--- src/rtl/id_lexer_pkg.sv ---
// rtl/id_lexer_pkg.sv - shared types and ASCII constants for the identifier/number lexer
package id_lexer_pkg;

    typedef enum logic [1:0] {IDLE, IDENT, NUMBER, BAD} state_t;
    typedef enum logic [1:0] {C_ALPHA, C_DIGIT, C_DELIM} cls_t;

    localparam logic [1:0] TOK_ID  = 2'd0;
    localparam logic [1:0] TOK_NUM = 2'd1;
    localparam logic [1:0] TOK_ERR = 2'd2;

    localparam logic [7:0] ASCII_UPPER_A    = 8'h41;
    localparam logic [7:0] ASCII_UPPER_Z    = 8'h5A;
    localparam logic [7:0] ASCII_LOWER_A    = 8'h61;
    localparam logic [7:0] ASCII_LOWER_Z    = 8'h7A;
    localparam logic [7:0] ASCII_DIGIT_0    = 8'h30;
    localparam logic [7:0] ASCII_DIGIT_9    = 8'h39;
    localparam logic [7:0] ASCII_UNDERSCORE = 8'h5F;

    // Token type reported when a token in state s is closed.
    function automatic logic [1:0] tok_type_of(input state_t s);
        case (s)
            IDENT:   return TOK_ID;
            NUMBER:  return TOK_NUM;
            default: return TOK_ERR;
        endcase
    endfunction

endpackage

--- src/rtl/id_lexer_char_class.sv ---
// rtl/id_lexer_char_class.sv - combinational ASCII character classifier
module char_class
    import id_lexer_pkg::*;
#(
    parameter int CHAR_W           = 8,
    parameter bit ALLOW_UNDERSCORE = 1'b1
) (
    input  logic [CHAR_W-1:0] char_in,
    output cls_t              cls
);

    logic is_upper;
    logic is_lower;
    logic is_under;
    logic is_digit;

    always_comb begin
        is_upper = (char_in >= CHAR_W'(ASCII_UPPER_A)) && (char_in <= CHAR_W'(ASCII_UPPER_Z));
        is_lower = (char_in >= CHAR_W'(ASCII_LOWER_A)) && (char_in <= CHAR_W'(ASCII_LOWER_Z));
        is_under = ALLOW_UNDERSCORE && (char_in == CHAR_W'(ASCII_UNDERSCORE));
        is_digit = (char_in >= CHAR_W'(ASCII_DIGIT_0)) && (char_in <= CHAR_W'(ASCII_DIGIT_9));
        if (is_upper || is_lower || is_under) begin
            cls = C_ALPHA;
        end else if (is_digit) begin
            cls = C_DIGIT;
        end else begin
            cls = C_DELIM;
        end
    end

endmodule

--- src/rtl/id_lexer.sv ---
// rtl/id_lexer.sv - streaming ID/NUM/ERR token recogniser with one-entry descriptor register
module id_lexer
    import id_lexer_pkg::*;
#(
    parameter int CHAR_W           = 8,
    parameter int MAX_LEN          = 16,
    parameter bit ALLOW_UNDERSCORE = 1'b1,
    localparam int LEN_W           = $clog2(MAX_LEN + 1)
) (
    input  logic              clk,
    input  logic              rst_n,
    input  logic [CHAR_W-1:0] char_in,
    input  logic              in_valid,
    input  logic              in_last,
    output logic              in_ready,
    output logic              tok_valid,
    input  logic              tok_ready,
    output logic [1:0]        tok_type,
    output logic [LEN_W-1:0]  tok_len,
    output logic              out
);

    cls_t             cls;
    state_t           state_q, state_d, nstate;
    logic [LEN_W-1:0] len_q, len_d, nlen, len_inc, emit_len;
    logic [LEN_W-1:0] tok_len_q, tok_len_d;
    logic [1:0]       tok_type_q, tok_type_d, emit_type;
    logic             tok_valid_q, tok_valid_d;
    logic             out_q, out_d;
    logic             accept, body, len_full, emit;

    char_class #(
        .CHAR_W           (CHAR_W),
        .ALLOW_UNDERSCORE (ALLOW_UNDERSCORE)
    ) u_char_class (
        .char_in (char_in),
        .cls     (cls)
    );

    assign in_ready  = !tok_valid_q || tok_ready;
    assign accept    = in_valid && in_ready;
    assign tok_valid = tok_valid_q;
    assign tok_type  = tok_type_q;
    assign tok_len   = tok_len_q;
    assign out       = out_q;

    always_comb begin
        state_d     = state_q;
        len_d       = len_q;
        out_d       = out_q;
        tok_valid_d = tok_valid_q && !tok_ready;
        tok_type_d  = tok_type_q;
        tok_len_d   = tok_len_q;
        nstate      = state_q;
        nlen        = len_q;
        emit        = 1'b0;
        emit_type   = TOK_ID;
        emit_len    = len_q;
        body        = (cls != C_DELIM);
        len_full    = (len_q == LEN_W'(MAX_LEN));
        len_inc     = len_full ? len_q : len_q + LEN_W'(1);

        if (accept) begin
            out_d = (cls == C_DIGIT) && (state_q == IDENT);
            if (!body) begin
                emit      = (state_q != IDLE);
                emit_type = tok_type_of(state_q);
                emit_len  = len_q;
                nstate    = IDLE;
                nlen      = '0;
            end else begin
                case (state_q)
                    IDLE: begin
                        nstate = (cls == C_ALPHA) ? IDENT : NUMBER;
                        nlen   = LEN_W'(1);
                    end
                    IDENT: begin
                        nstate = len_full ? BAD : IDENT;
                        nlen   = len_inc;
                    end
                    NUMBER: begin
                        nstate = (cls == C_DIGIT && !len_full) ? NUMBER : BAD;
                        nlen   = len_inc;
                    end
                    default: begin
                        nstate = BAD;
                        nlen   = len_inc;
                    end
                endcase
                // A last body beat closes the token it just joined.
                if (in_last) begin
                    emit      = 1'b1;
                    emit_type = tok_type_of(nstate);
                    emit_len  = nlen;
                    nstate    = IDLE;
                    nlen      = '0;
                end
            end
            state_d = nstate;
            len_d   = nlen;
            if (emit) begin
                tok_valid_d = 1'b1;
                tok_type_d  = emit_type;
                tok_len_d   = emit_len;
            end
        end
    end

    always_ff @(posedge clk or negedge rst_n) begin
        if (!rst_n) begin
            state_q     <= IDLE;
            len_q       <= '0;
            out_q       <= 1'b0;
            tok_valid_q <= 1'b0;
            tok_type_q  <= TOK_ID;
            tok_len_q   <= '0;
        end else begin
            state_q     <= state_d;
            len_q       <= len_d;
            out_q       <= out_d;
            tok_valid_q <= tok_valid_d;
            tok_type_q  <= tok_type_d;
            tok_len_q   <= tok_len_d;
        end
    end

endmodule

--- config.mk ---
export PLATFORM = sky130hd
export DESIGN_NAME = id_lexer
export DESIGN_NICKNAME = d
export VERILOG_FILES = /design/src/rtl/id_lexer_pkg.sv /design/src/rtl/id_lexer_char_class.sv /design/src/rtl/id_lexer.sv
export SDC_FILE = /design/constraint.sdc
export NUM_CORES = 1
export LEC_CHECK = 0
export CORE_ASPECT_RATIO = 1.1
export CORE_MARGIN = 5
export CORE_UTILIZATION = 48
export DETAILED_ROUTE_END_ITERATION = 6
export PLACE_DENSITY = 0.85
export SETUP_SLACK_MARGIN = 0.02
export SLEW_MARGIN = 10
export SYNTH_ARGS = -nofsm -noshare
export SYNTH_HDL_FRONTEND = slang
export SYNTH_SLANG_ARGS = --single-unit
export TNS_END_PERCENT = 30
--- constraint.sdc ---
create_clock -name clk -period 6.2 [get_ports clk]
set_clock_uncertainty 0.05 [all_clocks]
set_input_delay 1.24 -clock clk [delete_from_list [all_inputs] [get_ports clk]]
set_output_delay 1.24 -clock clk [all_outputs]
set_load 0.03 [all_outputs]
Word level (Yosys, flattened, before mapping)
Cells that the tools add are included.
{"block": "classes", "muxes": 25, "n_lt_le_gt_ge": 6, "n_eq_ne": 8, "n_addsub": 1, "reduce_logical": 17}
{"operator": "$mux W5", "n": 6}
{"operator": "$mux W2", "n": 10}
{"operator": "$ge A8 B7 Y1 const B", "n": 2}
{"operator": "$le A8 B7 Y1 const B", "n": 2}
{"operator": "$eq A8 B7 Y1 const B", "n": 1}
{"operator": "$ge A8 B6 Y1 const B", "n": 1}
{"operator": "$le A8 B6 Y1 const B", "n": 1}
{"operator": "$pmux W2 S2", "n": 2}
{"operator": "$logic_and A1 B1 Y1", "n": 7}
{"operator": "$eq A2 B1 Y1 const B", "n": 3}
{"operator": "$mux W1", "n": 6}
{"operator": "$pmux W2 S3", "n": 1}
{"operator": "$add A5 B1 Y5 const B", "n": 1}
{"operator": "$eq A5 B5 Y1 const B", "n": 1}
{"operator": "$eq A2 B2 Y1 const B", "n": 2}
{"operator": "$logic_not A2 Y1", "n": 2}
{"operator": "$logic_not A1 Y1", "n": 3}
{"operator": "$logic_or A1 B1 Y1", "n": 3}
{"operator": "$ne A2 B2 Y1 const B", "n": 1}
{"operator": "$reduce_and A2 Y1", "n": 1}
{"operator": "$reduce_bool A2 Y1", "n": 1}
{"block": "word_totals", "register_bits": 16, "output_inout_bits": 10, "inputBits": 13, "word_cells": 63}

Longest topological paths before layout
{"block": "logic_depth", "ltp_word": 15, "mapped_depth": 10, "mapped_depth_nobuf": 9}

Cells and area by module
From an unflattened synthesis, not the netlist that was laid out.
{"block": "hier_totals", "cells_unflattened": 115, "hier_area_um2": 1063.5}
{"module": "id_lexer", "instances": 1, "area_each_um2": 998.5, "seq_area_each_um2": 400.4, "cells_per_inst": 106}
{"module": "char_class", "instances": 1, "area_each_um2": 65.1, "seq_area_each_um2": 0.0, "cells_per_inst": 9}

Least setup slack after synthesis
OpenSTA, ideal clock, no wires.
{"block": "synth_path", "path_type": "input -> register", "startpoint": "in char_in[1]", "endpoint": "reg tok_type_q[1] (netlist: tok_type[1])", "cell_stages": 8, "arrival_time_ns": 2.775, "setup_ns": 0.136, "required_ns": 6.014, "path_buffers": 0, "path_slack_ns": 3.239, "path_cell_list": "o21ai_0 nand4_1 o21a_1 a2111oi_2 ha_1 nand2b_1 mux2i_1 a22oi_1"}
{"block": "synth_via", "elab_chain_len": 15, "elab_cells_between_ends": 31, "classes_between": "order compare (6); eq/ne (5); mux (12); reduce/logical (8)"}
{"item": "start, declared", "line": "id_lexer.sv:12", "rtl": "input logic [CHAR_W-1:0] char_in,"}
{"item": "$ge A8 B7 Y1 (tied with other cells)", "line": "id_lexer_char_class.sv:18", "rtl": "is_upper = (char_in >= CHAR_W'(ASCII_UPPER_A)) && (char_in <= CHAR_W'(ASCII_UPPER_Z));"}
{"item": "$logic_and A1 B1 Y1 (on tied branches)", "line": "id_lexer_char_class.sv:18, id_lexer_char_class.sv:19"}
{"item": "$logic_or A1 B1 Y1 (2 in series)", "line": "id_lexer_char_class.sv:22", "rtl": "if (is_upper || is_lower || is_under) begin"}
{"item": "$mux W2 *", "line": "id_lexer_char_class.sv:22"}
{"item": "$eq A2 B1 Y1", "line": "id_lexer.sv:82", "rtl": "nstate = (cls == C_DIGIT && !len_full) ? NUMBER : BAD;"}
{"item": "$logic_and A1 B1 Y1", "line": "id_lexer.sv:82"}
{"item": "$mux W1", "line": "id_lexer.sv:82"}
{"item": "$pmux W2 S3", "line": "id_lexer.sv:72", "rtl": "case (state_q)"}
{"item": "$mux W2", "line": "id_lexer.sv:65", "rtl": "if (!body) begin"}
{"item": "$mux W2", "line": "id_lexer.sv:63", "rtl": "if (accept) begin"}
{"item": "$eq A2 B2 Y1 or $eq A2 B1 Y1 (tied branches)", "line": "id_lexer_pkg.sv:21", "rtl": "case (s)"}
{"item": "$pmux W2 S2", "line": "id_lexer_pkg.sv:21"}
{"item": "$mux W2", "line": "id_lexer.sv:91", "rtl": "if (in_last) begin"}
{"item": "$mux W2", "line": "id_lexer.sv:65"}
{"item": "end signal, assigned", "line": "id_lexer.sv:122", "rtl": "tok_type_q <= tok_type_d;"}
{"item": "end, declared", "line": "id_lexer.sv:27", "rtl": "logic [1:0] tok_type_q, tok_type_d, emit_type;"}
Every way passes the cells marked *; elsewhere a longest branch is shown, timed or not. The select of a mux whose other input is x is not followed.
A chain may end at the register's enable or synchronous reset.

Worst setup path in the final report
{"block": "layout_path", "startpoint": "in tok_ready", "endpoint": "out in_ready"}
{"block": "layout_via", "elab_chain_len": 1}
{"item": "start, declared", "line": "id_lexer.sv:17", "rtl": "input logic tok_ready,"}
{"item": "$logic_or A1 B1 Y1", "line": "id_lexer.sv:40", "rtl": "assign in_ready = !tok_valid_q || tok_ready;"}
{"item": "end, declared", "line": "id_lexer.sv:15", "rtl": "output logic in_ready,"}
Every way passes these cells.

==> impl_metrics.tcl <==
set metrics [dict create \
    path_cells "clkdlybuf4s50_1 > nand2b_1 > clkdlybuf4s50_1" \
    grt_max_degree 20 \
    synth_edf_count 0 \
    yosysMostFrequentCell "dfrtp_1" \
    via_per_inst 6.03 \
    intPower_mw 0.232 \
    synth_area_leaders "dfrtp_1 (35%), ha_1 (7.6%), inv_1 (4.2%), nand2_1 (4.2%), nor2_1 (3.6%)" \
    hold_depth 2 \
    timing.final.ws_setup_ns 2.38 \
    grtUsageTotal_pct 17.8 \
    rsz0062_at_grt "no" \
    rows 18 \
    avgSynthCellArea_um2 8.90 \
    die_y_um 61.5 \
    core_area_um2 2270 \
    fmax_mhz 262 \
    hold_path_class "register to register" \
    synth_cells 130 \
    r2r-start "len_q[0]" \
    ys_dominant_reg_cell "dfrtp_1" \
    synth_fp_nets 150 \
    powerDensity_nw_per_um2 265 \
    synth_commonest_cells "dfrtp_1 (16), inv_1 (13), nand2_1 (13), nor2_1 (11), ha_1 (7)" \
    cts-buffers-inserted 3 \
    htreeDepth 1 \
    place.port_buffers 22 \
    initial_core_util_pct 50.9 \
    worst_path_max_delay_cell "clkdlybuf4s50_1" \
    antenna_cells 0 \
    hold_viol 0 \
    numClockSinks 16 \
    critPathCaptureType "primary output" \
    p_switching_mw 0.142 \
    outcome "finished clean" \
    clockPowerShare_pct 18.8 \
    cts_root_buf "clkbuf_4" \
    comb_power_share_pct 44.3 \
    cpMostUsedCell "clkdlybuf4s50_1" \
    grt_pass1_vias 1034 \
    wirelength_um 2730 \
    hold_path_end "out" \
    syn_area_um2 1160 \
    period_share_pct 61.6 \
    start_kind "primary input" \
    vdd_drop_max_mv 0.246 \
    dp_hpwl_um 1990 \
    tns_ns 0 \
    pwr-share-seq_pct 36.9 \
    r2r_end "tok_type[1]" \
    netlist.area_leader.share_pct 34.6 \
    r2r_slack_ns 3.31 \
    rr_worst_depth 9 \
    ys_ff_latch 16 \
    synth_area_leader_cell "dfrtp_1" \
    drt-wirelength-per-cell_um 15.3 \
    synthArstFlopShare_pct 100 \
    vias 1079 \
    drc 0 \
    fin_crit_ns 3.82 \
    die_area_um2 3490 \
    hold_buffers 0 \
    worst_pin_slew_ns 1.17 \
    pin_count 23 \
    crit_fanout 4 \
    clk-insertion-delay-late_ns 0.29 \
    cap_violations 0 \
    grt_pass1_wl_um 4800 \
    clkTransAtPathRegs_ns 0.09 \
    path_buf_inv 2 \
    crit_path_max_incr_delay_ns 0.69 \
    path_delay_family "buffers and inverters" \
    swShare_pct 38.0 \
    cts_setup_buffers 0 \
    synthDistinctLibCells 45 \
    relSlewSlack_pct 20.7 \
    finalSetupViolations 0 \
    grt_remaining_overflow 0 \
    nets 170 \
    critical_path_class "primary input to primary output" \
    arrival_ns 2.53 \
    required_ns 4.91 \
    cts_resized 0 \
    first_pass_iters 4 \
    tritoncts "built" \
    ant_nets 0 \
    ys_seq_area_share_pct 34.6 \
    antenna_found_initial 0 \
    area_delta_synth_final_pct 22.3 \
    p_leak_nw 0.616 \
    cts_max_path_buffers 2 \
    min_from "out" \
    post-place-ws_ns 2.37 \
    drive_gt1_share_pct 8.05 \
    yosys_warnings 0 \
    fp.dieW_um 56.8 \
    slew_violations 0 \
    drt_iter0_drc 41 \
    gp_congestion 0.872 \
]
kinds of logic (layout without fill, tap and decap cells):
logic type	after synthesis	count (layout)	synth area share, %
xor+xnor	1	1	0.757
flops	16	16	34.6
compound gates	38	38	26.4
mux	2	2	1.84
simple gates	46	46	21.5
buf+inv	20	39	7.35
fa+ha+maj	7	7	7.57
flip-flops by register name (all words and copies together), names as in the netlist:
name	cells
state_q	2
tok_type	2
tok_len	5
len_q	5
out	1
tok_valid	1
power groups by stage:
stage / Sequential [mW] / Combinational, mW / Clock (mW)
floorplan: 0.179 / 0.0620 / 0
global placement: 0.139 / 0.164 / 0
detailed placement: 0.140 / 0.166 / 0
CTS: 0.138 / 0.167 / 0.0721
global route: 0.142 / 0.179 / 0.0771
finish: 0.138 / 0.166 / 0.0703
worst max path at each step:
stage	start	endpoint	slack, ns	depth (start not counted)
after global placement	tok_ready	in_ready	2.40	3
after global routing	tok_ready	in_ready	2.32	3
after detailed placement	tok_ready	in_ready	2.37	3
final	tok_ready	in_ready	2.38	3
after floorplan	char_in[1]	tok_type[1]	3.24	8
after CTS	tok_ready	in_ready	2.37	3
layout by cell type (no fill, tap or decap), types with 2 or more instances in the layout:
cell type,instances
dfrtp_1,16
a211oi_1,2
nand3_1,2
inv_1,13
o21a_1,2
ha_1,7
o41ai_1,3
nand2_1,13
and2_1,2
a2111oi_0,2
nand2b_1,3
nor4_1,4
a221oi_1,2
a211o_1,2
a22oi_1,3
clkdlybuf4s50_1,22
nor2_1,11
a21oi_1,5
o21ai_0,6
clkbuf_4,3
nor2b_1,2
nand4_1,2
metal layers:
layer | wire, um | global-route usage (%) | part of all wire, % | up-vias
met5 | 0 | 0 | 0 | -
met4 | 47 | 7.95 | 1.7 | 0
met3 | 103 | 3.56 | 3.8 | 5
met2 | 1390 | 31.2 | 51 | 18
met1 | 1190 | 21.4 | 43 | 534
li1 | - | - | - | 522
through the flow:
step                cell area [um2]  std cells  util [%]  hold slack, ns  power, mW
global placement               1380        175      60.6           0.435      0.303
finish                         1420        179      62.2           0.456      0.375
detailed placement             1380        175      60.6           0.438      0.306
CTS                            1420        179      62.2           0.464      0.378
floorplan                      1160        130         -           0.455      0.241
global route                   1420        179      62.2           0.511      0.397
worst register-to-register path: stages, from the launching register on:
cell and delay, ns:
dfrtp_1 0.44, inv_1 0.10, ha_1 0.15, nor4bb_1 0.99, a211oi_1 0.18, o21ai_0 0.19
ha_1 0.29, nand2b_1 0.14, mux2i_1 0.15, a22oi_1 0.08
layout make-up:
| cell class | instances | area [um2] |
|---|---|---|
| Timing Repair Buffer | 22 | 220 |
| Inverter | 13 | 48.8 |
| Clock buffer | 4 | 36.3 |
| Multi-Input combinational cell | 94 | 672 |
| Sequential cell | 16 | 400 |
| Fill cell | 186 | 860 |
| Tap cell | 30 | 37.5 |
No activity file was read; power rests on OpenSTA's default activity.
